<file path="src/rtl/seed_leaf_streamer.sv">
`default_nettype none
// ============================================================================
// Module   : seed_leaf_streamer
// Purpose  : Runs the seed tree once per round, latches the 1024-bit seed_star
//            when the tree finishes, splits it into 128-bit leaf seeds and
//            streams them (leaf 0 = MSBs) over a valid/ready handshake.
// Revision : 1.0 - initial release
// ============================================================================
module seed_leaf_streamer #(
  parameter int NUM_ROUNDS = 8,
  parameter int NUM_LEAVES = 8,
  parameter int LEAF_W     = 128
) (
  input  logic                         clk,
  input  logic                         reset,
  input  logic                         i_start,
  output logic                         o_tree_start,
  output logic [7:0]                   o_tree_t,
  input  logic                         i_tree_set_end,
  input  logic [NUM_LEAVES*LEAF_W-1:0] i_seed_star,
  output logic [LEAF_W-1:0]            o_leaf_seed,
  output logic [2:0]                   o_leaf_idx,
  output logic [7:0]                   o_leaf_round,
  output logic                         o_leaf_valid,
  input  logic                         i_leaf_ready,
  output logic                         o_busy,
  output logic                         o_done
);

  localparam int         c_BUF_W      = NUM_LEAVES * LEAF_W;
  localparam logic [7:0] c_LAST_ROUND = 8'(NUM_ROUNDS - 1);
  localparam logic [2:0] c_LAST_LEAF  = 3'(NUM_LEAVES - 1);

  typedef enum logic [2:0] {
    S_IDLE   = 3'd0,
    S_REQ    = 3'd1,
    S_REL    = 3'd2,
    S_STREAM = 3'd3,
    S_FIN    = 3'd4
  } state_t;

  state_t               r_state;
  state_t               w_next;
  logic [c_BUF_W-1:0]   r_buf;
  logic [2:0]           r_idx;
  logic [7:0]           r_round;
  logic                 w_accept;
  logic                 w_last_leaf;
  logic                 w_last_round;
  logic [LEAF_W-1:0]    w_leaf;

  assign w_accept     = (r_state == S_STREAM) && i_leaf_ready;
  assign w_last_leaf  = (r_idx == c_LAST_LEAF);
  assign w_last_round = (r_round == c_LAST_ROUND);

  // State register; reset aborts any run in progress.
  always_ff @(posedge clk) begin
    if (reset) begin
      r_state <= S_IDLE;
    end else begin
      r_state <= w_next;
    end
  end

  // Next-state decode and state-derived control outputs.
  always_comb begin
    w_next       = r_state;
    o_tree_start = 1'b0;
    o_leaf_valid = 1'b0;
    o_busy       = 1'b1;
    o_done       = 1'b0;
    case (r_state)
      S_IDLE: begin
        o_busy = 1'b0;
        if (i_start) begin
          w_next = S_REQ;
        end
      end
      S_REQ: begin
        o_tree_start = 1'b1;
        if (i_tree_set_end) begin
          w_next = S_REL;
        end
      end
      S_REL: begin
        // Wait for the tree to clear its done flag so it is not mistaken
        // for the next round's completion.
        if (!i_tree_set_end) begin
          w_next = S_STREAM;
        end
      end
      S_STREAM: begin
        o_leaf_valid = 1'b1;
        if (i_leaf_ready && w_last_leaf) begin
          w_next = w_last_round ? S_FIN : S_REQ;
        end
      end
      S_FIN: begin
        o_done = 1'b1;
        w_next = S_IDLE;
      end
      default: begin
        w_next = S_IDLE;
      end
    endcase
  end

  // Seed buffer, leaf index and round counter.
  always_ff @(posedge clk) begin
    if (reset) begin
      r_buf   <= '0;
      r_idx   <= 3'd0;
      r_round <= 8'd0;
    end else begin
      case (r_state)
        S_IDLE: begin
          if (i_start) begin
            r_round <= 8'd0;
            r_idx   <= 3'd0;
          end
        end
        S_REQ: begin
          if (i_tree_set_end) begin
            r_buf <= i_seed_star;
          end
        end
        S_REL: begin
          r_idx <= 3'd0;
        end
        S_STREAM: begin
          if (w_accept) begin
            if (w_last_leaf) begin
              r_idx <= 3'd0;
              if (!w_last_round) begin
                r_round <= r_round + 8'd1;
              end
            end else begin
              r_idx <= r_idx + 3'd1;
            end
          end
        end
        default: begin
        end
      endcase
    end
  end

  // Select the current leaf from the buffer; leaf 0 occupies the MSBs.
  always_comb begin
    w_leaf = '0;
    for (int i = 0; i < NUM_LEAVES; i++) begin
      if (r_idx == 3'(i)) begin
        w_leaf = r_buf[c_BUF_W-1-i*LEAF_W -: LEAF_W];
      end
    end
  end

  assign o_leaf_seed  = w_leaf;
  assign o_leaf_idx   = r_idx;
  assign o_leaf_round = r_round;
  assign o_tree_t     = r_round;

endmodule
`default_nettype wire

</file>
<file path="config.mk">
export PLATFORM = sky130hd
export DESIGN_NAME = seed_leaf_streamer
export DESIGN_NICKNAME = d
export VERILOG_FILES = /design/src/rtl/seed_leaf_streamer.sv
export SDC_FILE = /design/constraint.sdc
export NUM_CORES = 2
export LEC_CHECK = 0
export CAP_MARGIN = 30
export CORE_AREA = 4 4 460 462
export CTS_CLUSTER_SIZE = 20
export DETAILED_ROUTE_END_ITERATION = 10
export DIE_AREA = 0 0 464 466
export GPL_TIMING_DRIVEN = 0
export PLACE_DENSITY = 0.42
export RECOVER_POWER = 25
export SKIP_CTS_REPAIR_TIMING = 1
export SYNTH_ARGS = -nofsm -noshare
export SYNTH_HDL_FRONTEND = slang
export SYNTH_SLANG_ARGS = --single-unit
</file>
<file path="constraint.sdc">
create_clock -name clk -period 2.8 [get_ports clk]
set_input_delay 0.7 -clock clk [delete_from_list [all_inputs] [get_ports clk]]
set_output_delay 0.7 -clock clk [all_outputs]
set_load 0.05 [all_outputs]
</file>
==> qor.yml <==
yosysWarnings: 0
syn-num-nets: 6951
worstPathMaxFanout: 8
hold_violations: 0
grt_max_degree: 17
antenna_left: 0
p_leak_nw: 24.8
synth_area_leaders: "dfxtp_1 (46%), nand2_1 (18%), a21oi_1 (12%)"
p_seq_share_pct: 39.8
layout.nets: 8397
yosysTopAreaCellShare_pct: 46.4
port_buffers: 1178
die_h_um: 466
worstReg2RegStart: "r_state[2]"
p_clk_share_pct: 45.5
dpl.hpwl_mm: 255
rsz0062_at_grt: "yes"
synth_cell_types: 41
power.share.combinational_pct: 14.8
hp-class: "primary input to flip-flop"
grt_pass1_vias: 49900
maxSlewViolCount: 0
setup_violations: 128
dr.pass1.iters: 5
violations: "setup timing"
crit_path_start_kind: "flip-flop"
vias_per_cell: 4.94
peakVddDrop_v: 0.000653
status: "finished with violations"
gr-total-overflow: 0
synth_seq_cells: 1038
grt_pass1_wl_mm: 415
synth_edf_count: 0
skew_ps: 32.5
timing.critical_path.mode_cell: "buf_12"
crit_slowest_cell: "a41oi_4"
grt_antenna_before_repair: 109
p_int_w: 0.0289
cp-endpoint: "o_leaf_seed[27]"
cellPowerDensity_mw_per_mm2: 541
r2r_end: "r_buf[541]"
synthArstFlopShare_pct: 0
hp-start: "i_seed_star[573]"
criticalPathCategory: "flip-flop to primary output"
grt_usage_pct: 27.6
layout-drive-gt1-share_pct: 19.5
switchingPower_w: 0.0112
yosysTopAreaCell: "dfxtp_1"
routabilityCongestion: 0.923
crit_arrival_ps: 3210
root_buffer: "clkbuf_16"
p_sw_share_pct: 27.8
synthFlopType: "dfxtp_1"
syn_inst: 5915
worst_slack_ps: -1110
fp-row-count: 167
cp_cell_sequence: "inv_4, ha_4, buf_12, nor2b_4, buf_12, buf_16, buf_8, a221o_1, nand3_4, a41oi_4, buf_6"
route.detailed.drc: 0
clock_latency_ps: 810
clock_sinks: 1038
path_depth: 11
max_slew_margin_pct: 35.2
final_cell_mix: "nand2_1 (2184), dfxtp_1 (1034), a21oi_1 (1029)"
hold_slack_ps: 442
cp-end-kind: "primary output"
ys_seq_area_share_pct: 46.4
clk_pin_slew_ps: 60
max-cap-violations: 0
regToRegSetupSlack_ps: 120
wl_per_cell_um: 31.1
fill_cells: 21700
critPathRequiredTime_ps: 2100
htree_levels: 4
vias: 51000
slowest_delay_ps: 460
tightest_slew_ps: 973
cp_top_family: "buffers and inverters"
reg2reg_depth: 7
timing.fmax_mhz: 256
drt_wl_total_mm: 320
crit_start: "o_leaf_idx[1]"
period_minus_slack_ps: 3910
core_mm2: 0.207
cts-buffers-inserted: 133
fin_crit_sh_pct: 140
start_util_pct: 21.6
io_pins: 1180
cts.path.max_buffers: 3
syn_area_mm2: 0.0447
cts_tree: "done"
final_common_cell: "nand2_1"
synthToLayoutAreaGrowth_pct: 65.5
fp.dieW_um: 464
avgSynthCellArea_um2: 7.56
worst-path-buf-inv: 6
dieArea_mm2: 0.216
drt_iter0_drc: 4114
final_core_util_pct: 35.8
logic make-up after synthesis:
| group | count (synthesis) | share of synthesized area, % |
|---|---|---|
| mux | 1 | 0.0224 |
| fa+ha+maj | 7 | 0.196 |
| buf+inv | 572 | 5.78 |
| xor+xnor | 6 | 0.117 |
| simple gates | 2737 | 25.3 |
| compound gates | 1554 | 22.1 |
| flops | 1038 | 46.4 |
flip-flops by register name, summed over array words and instances, names as in the netlist:
| name | flops |
|---|---|
| r_buf | 1024 |
| o_leaf_idx | 3 |
| r_state | 3 |
| o_leaf_round | 8 |
per-layer routing:
metal / track usage [%] / share of wire [%] / vias to the layer above / wire length (um)
met3: 6.91 / 7.2 / 412 / 22900
li1: - / - / 23400 / -
met2: 45.6 / 47 / 2064 / 150000
met5: 0 / 0.082 / - / 263
met4: 9.56 / 3.7 / 42 / 11700
met1: 34.8 / 42 / 25100 / 135000
power by group through the flow:
stage                     Sequential, W  Combinational, W  Clock, W
after global routing             0.0160           0.00624    0.0191
final                            0.0159           0.00593    0.0182
after global placement           0.0162           0.00564         0
after detailed placement         0.0162           0.00571         0
after CTS                        0.0159           0.00574    0.0185
after floorplan                  0.0160           0.00237         0
synthesized netlist by cell type (3+ instances only):
library cell  instances
a221o_1             128
ha_1                  7
nor2_1                9
o2111ai_1           128
nand2b_1            131
buf_1                26
buf_6                 5
buf_4                13
clkbuf_1            241
o221ai_1            128
a211oi_1              3
nand4_1               3
a41oi_1             128
nand2_1            2184
dfxtp_1            1038
inv_1                 6
xnor2_1               6
buf_2               281
a21oi_1            1030
nand3_1             263
nor2b_1             130
worst reg2reg max path, cell delays in order, from the launching register on:
cell	delay [ps]
dfxtp_1	310
nand2b_2	240
nor2_2	240
buf_2	600
buf_4	600
buf_2	360
nand2_1	120
a21oi_1	140
how the worst min path moves through the flow:
| stage | depth (start not counted) | endpoint |
|---|---|---|
| after floorplan | 2 | r_buf[640] |
| after global placement | 2 | r_buf[732] |
| after detailed placement | 2 | r_buf[690] |
| after CTS | 3 | r_buf[50] |
| after global routing | 3 | r_buf[307] |
| final | 3 | r_buf[573] |
cell type report:
type                            count  area, um2  area share (%)
Antenna cell                       54        135           0.182
Inverter                            6       35.0          0.0473
Buffer                            565       4190            5.65
Multi-Input combinational cell   4305      26400            35.6
Clock buffer                      194       3960            5.34
Timing Repair Buffer             1312      14500            19.5
Sequential cell                  1038      20800            28.1
Tap cell                         2788       3490            4.71
Clock inverter                     45        607           0.819
per-stage QoR:
| step | setup TNS (ps) | std cells | total power (W) | setup WS [ps] | cell area (um2) |
|---|---|---|---|---|---|
| after global routing | -130910 | 10300 | 0.0413 | -1190 | 74000 |
| final | -118790 | 10300 | 0.0401 | -1110 | 74100 |
| after global placement | -1330680 | 9881 | 0.0218 | -2780 | 62600 |
| after CTS | -348600 | 10100 | 0.0401 | -2980 | 67800 |
| after floorplan | -7180 | 5915 | 0.0184 | -164 | 47300 |
| after detailed placement | -551510 | 9905 | 0.0219 | -2100 | 63200 |
Note: power is estimated with default switching activity, not from simulation.
